## src/rtl/sequenciador_notas.sv

```systemverilog
// Note sequencer: plays limite+1 notes from an external note memory, each note
// sounding CICLOS_NOTA cycles followed by CICLOS_PAUSA cycles of silence.
module sequenciador_notas #(
  parameter int unsigned CICLOS_NOTA  = 25_000_000,
  parameter int unsigned CICLOS_PAUSA = 12_500_000
) (
  input  logic       clock,
  input  logic       reset,
  input  logic       iniciar,
  input  logic       parar,
  input  logic [1:0] desafio,
  input  logic [3:0] limite,
  input  logic [2:0] nota_in,
  output logic [5:0] endereco,
  output logic [2:0] nota_out,
  output logic       tocando,
  output logic       ocupado,
  output logic       pronto
);

  localparam int unsigned MAX_CICLOS = (CICLOS_NOTA > CICLOS_PAUSA) ? CICLOS_NOTA : CICLOS_PAUSA;
  // Timer counts 0..MAX_CICLOS-1, so clog2(MAX_CICLOS) bits suffice (at least 1).
  localparam int unsigned TW = (MAX_CICLOS > 1) ? $clog2(MAX_CICLOS) : 1;
  localparam logic [TW-1:0] FIM_NOTA  = TW'(CICLOS_NOTA - 1);
  localparam logic [TW-1:0] FIM_PAUSA = TW'(CICLOS_PAUSA - 1);

  typedef enum logic [2:0] {OCIOSO, CARREGA, TOCA, PAUSA, FIM} estado_t;

  estado_t       estado, estado_prox;
  logic [TW-1:0] timer, timer_prox;
  logic [3:0]    indice, indice_prox;
  logic [3:0]    limite_reg, limite_prox;
  logic [1:0]    desafio_reg, desafio_prox;
  logic [2:0]    nota_prox;

  always_ff @(posedge clock or negedge reset) begin
    if (!reset) begin
      estado      <= OCIOSO;
      timer       <= '0;
      indice      <= '0;
      limite_reg  <= '0;
      desafio_reg <= '0;
      nota_out    <= '0;
    end else begin
      estado      <= estado_prox;
      timer       <= timer_prox;
      indice      <= indice_prox;
      limite_reg  <= limite_prox;
      desafio_reg <= desafio_prox;
      nota_out    <= nota_prox;
    end
  end

  always_comb begin
    estado_prox  = estado;
    timer_prox   = timer;
    indice_prox  = indice;
    limite_prox  = limite_reg;
    desafio_prox = desafio_reg;
    nota_prox    = nota_out;
    // Abort wins over every transition, including the start request and FIM.
    if (parar) begin
      estado_prox = OCIOSO;
      timer_prox  = '0;
    end else begin
      unique case (estado)
        OCIOSO: begin
          if (iniciar) begin
            desafio_prox = desafio;
            limite_prox  = limite;
            indice_prox  = '0;
            timer_prox   = '0;
            estado_prox  = CARREGA;
          end
        end
        CARREGA: begin
          nota_prox   = nota_in;
          timer_prox  = '0;
          estado_prox = TOCA;
        end
        TOCA: begin
          if (timer == FIM_NOTA) begin
            timer_prox  = '0;
            estado_prox = PAUSA;
          end else begin
            timer_prox = timer + 1'b1;
          end
        end
        PAUSA: begin
          if (timer == FIM_PAUSA) begin
            timer_prox = '0;
            if (indice == limite_reg) begin
              estado_prox = FIM;
            end else begin
              indice_prox = indice + 1'b1;
              estado_prox = CARREGA;
            end
          end else begin
            timer_prox = timer + 1'b1;
          end
        end
        FIM:     estado_prox = OCIOSO;
        default: estado_prox = OCIOSO;
      endcase
    end
  end

  assign endereco = {desafio_reg, indice};
  assign tocando  = (estado == TOCA);
  assign ocupado  = (estado != OCIOSO);
  assign pronto   = (estado == FIM);

endmodule

```

## config.mk

```make
export PLATFORM = sky130hd
export DESIGN_NAME = sequenciador_notas
export DESIGN_NICKNAME = d
export VERILOG_FILES = /design/src/rtl/sequenciador_notas.sv
export SDC_FILE = /design/constraint.sdc
export NUM_CORES = 1
export LEC_CHECK = 0
export CORE_MARGIN = 2
export CORE_UTILIZATION = 25
export DETAILED_ROUTE_END_ITERATION = 10
export PLACE_DENSITY_LB_ADDON = 0.05
export SYNTH_ARGS = -nofsm -noshare
export SYNTH_HDL_FRONTEND = slang
export SYNTH_SLANG_ARGS = --single-unit
```

## constraint.sdc

```tcl
create_clock -name clock -period 2.6 [get_ports clock]
set_input_delay 0.26 -clock clock [delete_from_list [all_inputs] [get_ports clock]]
set_output_delay 0.26 -clock clock [all_outputs]
set_load 0.01 [all_outputs]
```

Yosys cells after proc, flatten, opt, wreduce, memory -nomap -nowiden
Index checks and enable logic that the tools add are counted. W data, S select, Z words.

Register bits: 41. Input bits: 13. Output and inout port bits: 12.

Add/subtract/negate cells: 2. Equality and inequality tests: 13. Mux-type cells: 15. Bitwise gates (word level): 1. Reduce and logical (&&, ||, !) cells: 9.

Operators by type and width (number): $mux W25 (4); $pmux W25 S4 (1); $add A25 B1 Y25 const B (1); $eq A25 B24 Y1 const B (1); $eq A25 B25 Y1 const B (1); $mux W3 (5); $mux W4 (3); $pmux W3 S4 (1); $pmux W4 S2 (1); $eq A3 B2 Y1 const B (2); $ne A2 B2 Y1 const B (3); $ne A3 B3 Y1 const B (2); $reduce_and A3 Y1 (2); $reduce_and A5 Y1 (1); $reduce_bool A5 Y1 (1); $add A4 B1 Y4 const B (1); $eq A4 B4 Y1 (1); $reduce_and A2 Y1 (2); $eq A3 B1 Y1 const B (1); $eq A3 B3 Y1 const B (1); $logic_not A3 Y1 (1); $ne A3 B2 Y1 const B (1); $reduce_bool A3 Y1 (1); $reduce_bool A2 Y1 (1); $not A1 Y1 (1).

Logic depth before layout (Yosys ltp)
Gate-level depths: netlist of run 1.

Depth in word-level cells: 5. Mapped depth: 7. Depth with buffers taken out: 6.

Worst setup path after synthesis of run 1
OpenSTA, ideal clock, no wires.

Kind: reg2reg. Start point: register timer[0]. End point: register timer[20]. Data arrival time: 1.696 ns. Path slack: 0.778 ns. Stages on the path, launching flop included: 8. Buffers on the path: 1. Path through: dfrtp_1 -> ha_1 -> and4_2 -> and4_1 -> buf_2 -> nand4_1 -> and4_1 -> a221o_1.

Cells in the longest elaborated chain, start to end: 4. Elaborated cells between the ends (all ways): 7. Classes of those cells: add/sub: 1; eq/ne: 2; mux: 4.

Ends and longest elaborated chain: start: declaration (RTL line 30) `logic [TW-1:0] timer, timer_prox;`; start signal: assignment (RTL line 46) `timer <= timer_prox;`; $add A25 B1 Y25, or another cell as far along (RTL line 86, 99); $mux W25 (on tied branches) (RTL line 90, 82); $pmux W25 S4 * (RTL line 66) `unique case (estado)`; $mux W25 * (RTL line 62) `if (parar) begin`.

Every way passes the cells marked *; elsewhere a longest branch is shown, timed or not. A chain may end at the register's enable or synchronous reset.

Worst setup path after layout of run 1
Start point: register estado[1]. End point: output ocupado.

Cells in the longest elaborated chain, start to end: 1.

Ends and longest elaborated chain: start: declaration (RTL line 29) `estado_t estado, estado_prox;`; start signal: assignment (RTL line 45) `estado <= estado_prox;`; $reduce_bool A3 Y1 (RTL line 110) `assign ocupado = (estado != OCIOSO);`; end: declaration (RTL line 17) `output logic ocupado,`.

Every way passes these cells.

==> metrics.csv, run 1 <==
stage,metric,value,unit
status,status,"finished, final reports clean",
routing,post-route ant nets,0,
clock_tree,cts repair resizes,0,
layout,Layout Cells excl Fill,387,
clock_tree,# Post-CTS Setup Buffers,0,
yosys,Seq cells post-synth,41,
worst_setup_path,CP peak stage delay,540,ps
worst_setup_path,Worst Setup Start Kind,register,
clock_tree,Root Buffer,clkbuf_8,
power_and_ir_drop,peak supply drop,305,µV
worst_setup_path,critical path type,reg -> out,
sta,skew final,7.52,ps
floorplan,Core Area,0.00920,mm²
min_path,Worst Hold Class,in -> async,
routing,post-DR vias/cell,5.11,
yosys,Post-synth EDFFs,0,
worst_setup_path,Worst Setup End Kind,output pin,
worst_setup_path,Critical Path AT,2040,ps
power_and_ir_drop,PwrDens,575,mW/mm²
yosys,synthesized cell area,0.00235,mm²
layout,Layout fillers,977,
sta,RSZ-0062 raised after global routing,false,
yosys,"area leader, netlist",dfrtp_1,
grt,initial antenna violation count,0,
worst_setup_path,Worst Path Required,2340,ps
floorplan,Die X,101,µm
yosys,sequential element share of the synthesized area,43.6,%
grt,global route overflow,0,
grt,total track usage,13.1,%
yosys,"Net Count, Synth",262,
run,MaxCap Viol Count,0,
sta,Tmin final,2300,ps
sta,Slew Limit Fails,0,
layout,max FFs per register,25,
clock_tree,CTS tree,done,
routing,DR vias,1978,
layout,diodes inserted,0,
floorplan,Ports,25,
worst_setup_path,"Max FO, Critical Path",13,
yosys,synth warn,0,
yosys,"Top FF cell, synth",dfrtp_1,
clock_tree,CTS clock-pin slew for the worst setup and hold paths,80,ps
clock_tree,Clock Tree Buf Depth,2,
layout,fraction of layout cells with a size suffix above 1,13.4,%
clock_tree,Clock Latency Late Sink,290,ps
sta,Worst-Margin Slew,577,ps
grt,vias in the first global route,2008,
placement,DP HPWL,4.36,mm
placement,Final GP Congestion,0.799,
sta,fmax,435,MHz
yosys,Area contributors post-synth,"dfrtp_1, mux2_2, nand2_1",
sta,normalized max-slew margin,61.2,%
sta,Setup Total Neg Slack,0,ps
routing,Routed WL,6.15,mm
placement,PortBufs,24,
yosys,asr flop ratio synth,100,%
grt,largest net degree at the start of global routing,31,
yosys,Cells after Synth,247,
clock_tree,hold buffers post-CTS,1,
clock_tree,H-tree Lvls,2,
layout,Layout area overhead,21.7,%
power_and_ir_drop,Leak,1.07,nW
worst_setup_path,crit-path cells,nor3_1 > inv_1 > clkdlybuf4s50_1,
grt,first-pass GRT wire length,10.5,mm
sta,final setup fails,0,
routing,DR iter-0 viols,93,
sta,number of hold violations in the final report,0,
layout,Final #Nets,290,
routing,DRT Pass-1 Iters,4,
yosys,top cell type's share of synthesized area,43.6,%
yosys,Netlist cell types,51,
clock_tree,total clock sinks,41,
sta,Tcrit/Tclk final,88.4,%
routing,DRC viols,0,
yosys,Avg Inst Size Synth,9.53,µm²
clock_tree,TritonCTS buffer count,5,
floorplan,die height,101,µm
floorplan,total die area,0.0102,mm²
worst_setup_path,slowest CP cell,nor3_1,
floorplan,Starting Density,25.6,%
routing,routed length per instance,15.9,µm
placement,placed cell count,378,
floorplan,standard-cell rows,35,
## final cells by class
cell class	count	area [µm²]	area share, %
multi-input cells	189	1250	43.7
flip-flops and latches	41	1030	35.8
repair buffers	30	283	9.87
well taps	111	139	4.85
clock buffers	5	68.8	2.40
clock inverters	3	65.1	2.27
inverters	8	30.0	1.05
## power breakdown
part,internal [mW],leakage (nW),switching (mW),total [mW]
clock,0.382,0.0681,0.238,0.620
combinational,0.160,0.452,0.132,0.292
sequential,0.692,0.551,0.0423,0.734
total,1.23,1.07,0.413,1.65
## metrics by stage
step	power [mW]	hold WS, ps	util [%]	worst slack, ps	area, µm²
after global routing	1.74	401	31.1	86.1	2860
after floorplan	0.893	-35.6	-	778	2350
final	1.65	377	31.1	302	2860
after global placement	1.05	168	29.6	408	2720
after CTS	1.69	384	31.1	282	2860
after detailed placement	1.05	176	29.6	335	2720
## layout by cell type, fill, tap and decap left out, drive strengths merged, types with 3 or more instances in the layout
cell,n
o21ai,13
nand4,9
nor4,8
clkbuf,5
xnor2,8
clkdlybuf4s50,23
a22oi,3
o2bb2ai,3
nand2,23
and2,4
inv,8
nor3,5
o22ai,3
a31oi,5
dfrtp,41
nor2,19
and3,3
or2,3
o311ai,3
mux2,9
a21o,4
nand3,13
buf,6
and4,8
a22o,3
xor2,5
a21oi,6
nor3b,7
## worst max-delay path, delay by kind of cell, from the launching register on
kind / cells / cell delay, ps
simple gates: 1 / 540
flops: 1 / 520
buf+inv: 2 / 680
## Yosys cell counts (all sizes together) (3+ instances only)
cell	count
a21o	4
a21oi	6
a22o	3
a22oi	3
a31oi	5
and2	4
and3	3
and4	8
buf	4
clkbuf	5
dfrtp	41
inv	8
mux2	9
nand2	23
nand3	13
nand4	9
nor2	19
nor3	5
nor3b	7
nor4	8
o21ai	13
o22ai	3
o2bb2ai	3
o311ai	3
or2	3
xnor2	8
xor2	5
## cells by family after synthesis
| group | Yosys count | share of synthesized area (%) |
|---|---|---|
| adders and majority gates | 2 | 1.06 |
| AOI/OAI and AO/OA | 49 | 14.9 |
| muxes | 10 | 4.73 |
| xor gates and xnor gates | 13 | 4.84 |
| and+or+nand+nor | 115 | 27.7 |
| buffers and inverters | 17 | 3.19 |
| DFF | 41 | 43.6 |
## layer usage
metal	global-route usage, %	part of all wire, %
met5	0	0
met4	3.53	0.62
met3	2.36	3.7
met2	21.2	49
met1	17.9	47
## final timing paths
path	endpoint	startpoint	slack [ps]	cells past startpoint
worst max-delay path	ocupado	estado[1]	300	3
worst min-delay path	limite_reg[1]	reset	380	2
worst max register to register	timer[22]	timer[0]	330	6
worst min register to register	desafio_reg[0]	desafio_reg[0]	510	1
max in group asynchronous	timer[24]	reset	1520	3
min in group clock	desafio_reg[0]	desafio_reg[0]	510	1
No activity file was read; power rests on OpenSTA's default activity.
==> run 2: changes to the inputs <==
Settings changed: GPL_TIMING_DRIVEN set to 0, SKIP_LAST_GASP set to 1.
Clock period 2.6 ns to 2 ns, I/O delays scaled along.
==> run 2 against run 1 <==
Effect of this change:
- hold slack improved by 21 ps
- critical endpoint is now timer[21]
- highest routed layer unchanged
- count of clock-buffer cells in the layout is 2 higher
- clock skew rose by 2.4 ps
==> metrics.csv, run 2 (synthesized netlist as in run 1, its figures left out) <==
stage,metric,value,unit
placement,PortBufs,24,
grt,met2 Use GR,22.8,%
routing,DR iter-0 viols,65,
power_and_ir_drop,total power,1.97,mW
worst_setup_path,Worst Setup Start Kind,register,
sta,fmax,520,MHz
clock_tree,TritonCTS buffer count,5,
grt,vias in the first global route,2113,
worst_setup_path,Critical Path AT,2090,ps
sta,skew final,9.91,ps
routing,Routed WL,6.70,mm
routing,DRT Pass-1 Iters,4,
placement,pre-CTS setup slack,-407,ps
clock_tree,Clock Tree Buf Depth,2,
grt,met3 Track Usage GR,2.36,%
worst_setup_path,R2R depth,7,
clock_tree,total clock sinks,41,
clock_tree,CTS clock-pin slew for the worst setup and hold paths,80,ps
sta,Slew Limit Fails,0,
status,status,"finished, final reports clean",
worst_setup_path,internal reg-to-reg setup slack,80,ps
sta,Tcrit/Tclk final,96.2,%
grt,global route overflow,0,
layout,max FFs per register,25,
power_and_ir_drop,peak supply drop,260,µV
power_and_ir_drop,PwrDens,631,mW/mm²
routing,routed length per instance,16.5,µm
routing,post-route ant nets,0,
layout,fraction of layout cells with a size suffix above 1,24.1,%
floorplan,Ports,25,
floorplan,standard-cell rows,35,
routing,post-DR vias/cell,5.11,
placement,DP HPWL,4.66,mm
worst_setup_path,Worst Setup End Kind,register,
worst_setup_path,cell family with most CP delay,simple AND/OR/NAND/NOR gates,
sta,RSZ-0062 raised after global routing,true,
worst_setup_path,CP dominant cell by count,buf_6,
grt,largest net degree at the start of global routing,25,
placement,Final GP Congestion,0.740,
sta,number of hold violations in the final report,0,
grt,total track usage,14.2,%
routing,DRC viols,0,
worst_setup_path,critical path type,reg -> reg,
layout,diodes inserted,0,
power_and_ir_drop,Leak,1.18,nW
worst_setup_path,"Max FO, Critical Path",5,
worst_setup_path,FF-to-FF Start,timer[0],
grt,met1 Resource Use GR,19.5,%
clock_tree,H-tree Lvls,2,
layout,Layout area overhead,32.7,%
sta,Worst-Margin Slew,706,ps
worst_setup_path,CP peak stage delay,430,ps
worst_setup_path,Worst Path Required,2170,ps
worst_setup_path,Worst Setup EP,timer[21],
floorplan,Core Area,0.00920,mm²
sta,Tmin final,1920,ps
sta,final setup fails,0,
sta,final setup margin,76.1,ps
layout,"most common cell after layout, fill and taps aside",dfrtp_1,
grt,Top Usage Layer GRT,met2,
grt,initial antenna violation count,0,
worst_setup_path,crit-path cells,buf_6 > nand3_4 > or3_4 > buf_6 > or4_4 > nand4_1 > o311ai_2,
run,MaxCap Viol Count,0,
floorplan,Die X,101,µm
floorplan,total die area,0.0102,mm²
layout,design area,0.00312,mm²
worst_setup_path,reg-to-reg endpoint,timer[21],
worst_setup_path,Worst setup startpoint,timer[0],
sta,normalized max-slew margin,52.2,%
placement,DP Area,0.00275,mm²
clock_tree,CTS tree,done,
floorplan,die height,101,µm
clock_tree,Root Buffer,clkbuf_8,
routing,DR vias,2071,
worst_setup_path,crit path buf inv count,2,
floorplan,Starting Density,25.6,%
layout,Final #Nets,309,
worst_setup_path,slowest CP cell,dfrtp_1,
min_path,Worst Hold Class,in -> async,
grt,first-pass GRT wire length,11.3,mm
layout,most frequent cells in the layout,"dfrtp_1, nand2_1, clkdlybuf4s50_1",
clock_tree,Clock Latency Late Sink,300,ps
worst_setup_path,WP depth,7,
## run 2: changes by cell type in the layout (fill, tap and decap cells not counted), moves of 3 or more
cell      previous run  this run
buf_4                5        14
dfrtp_1             41        35
dfrtp_2              0         6
buf_6                0         3
clkbuf_2             0         3
## run 2: metal layers
metal / up-vias / share of wire (%)
li1: 1016 / -
met2: 32 / 48
met5: - / 0
met3: 8 / 3.4
met1: 1015 / 47
met4: 0 / 0.94
## run 2: layout make-up
class	count	area, µm²
fill	960	6070
buffer	8	60.1
timing repair buffer	41	397
inverter	8	30.0
tap	111	139
sequential	41	1030
clock buffer	7	86.3
multi-input combinational	189	1380
## run 2: what timing repair did
item,in CTS,in global routing
gates resized for setup,13,30
setup endpoints to repair,28,35
pin swaps,1,7
buffers inserted,1,14
hold buffers,1,0
endpoints found under the hold margin,17,0
## run 2: worst min-delay path by stage
stage                start        endpoint  slack, ps  depth (start not counted)
4_1_cts              reset       timer[18]        410                          2
3_5_place_dp         reset  desafio_reg[0]        180                          1
2_1_floorplan        reset  desafio_reg[0]       -100                          0
3_3_place_gp   nota_out[0]     nota_out[0]        490                          1
6_report             reset  desafio_reg[0]        400                          2
5_1_grt              reset  desafio_reg[0]        440                          2
## run 2: per-stage QoR
| step | setup TNS [ps] | utilization, % | hold WS, ps | instances |
|---|---|---|---|---|
| floorplan | 0 | - | -95.6 | 247 |
| global placement | -33660 | 29.7 | 491 | 382 |
| global route | -157 | 34.0 | 435 | 405 |
| detailed placement | -7170 | 29.9 | 185 | 383 |
| CTS | -32.0 | 31.8 | 412 | 392 |
| finish | 0 | 34.0 | 399 | 405 |
## run 2: report_power, final
group	switching [mW]	internal, mW
Sequential	0.0472	0.901
Clock	0.301	0.275
Combinational	0.213	0.235
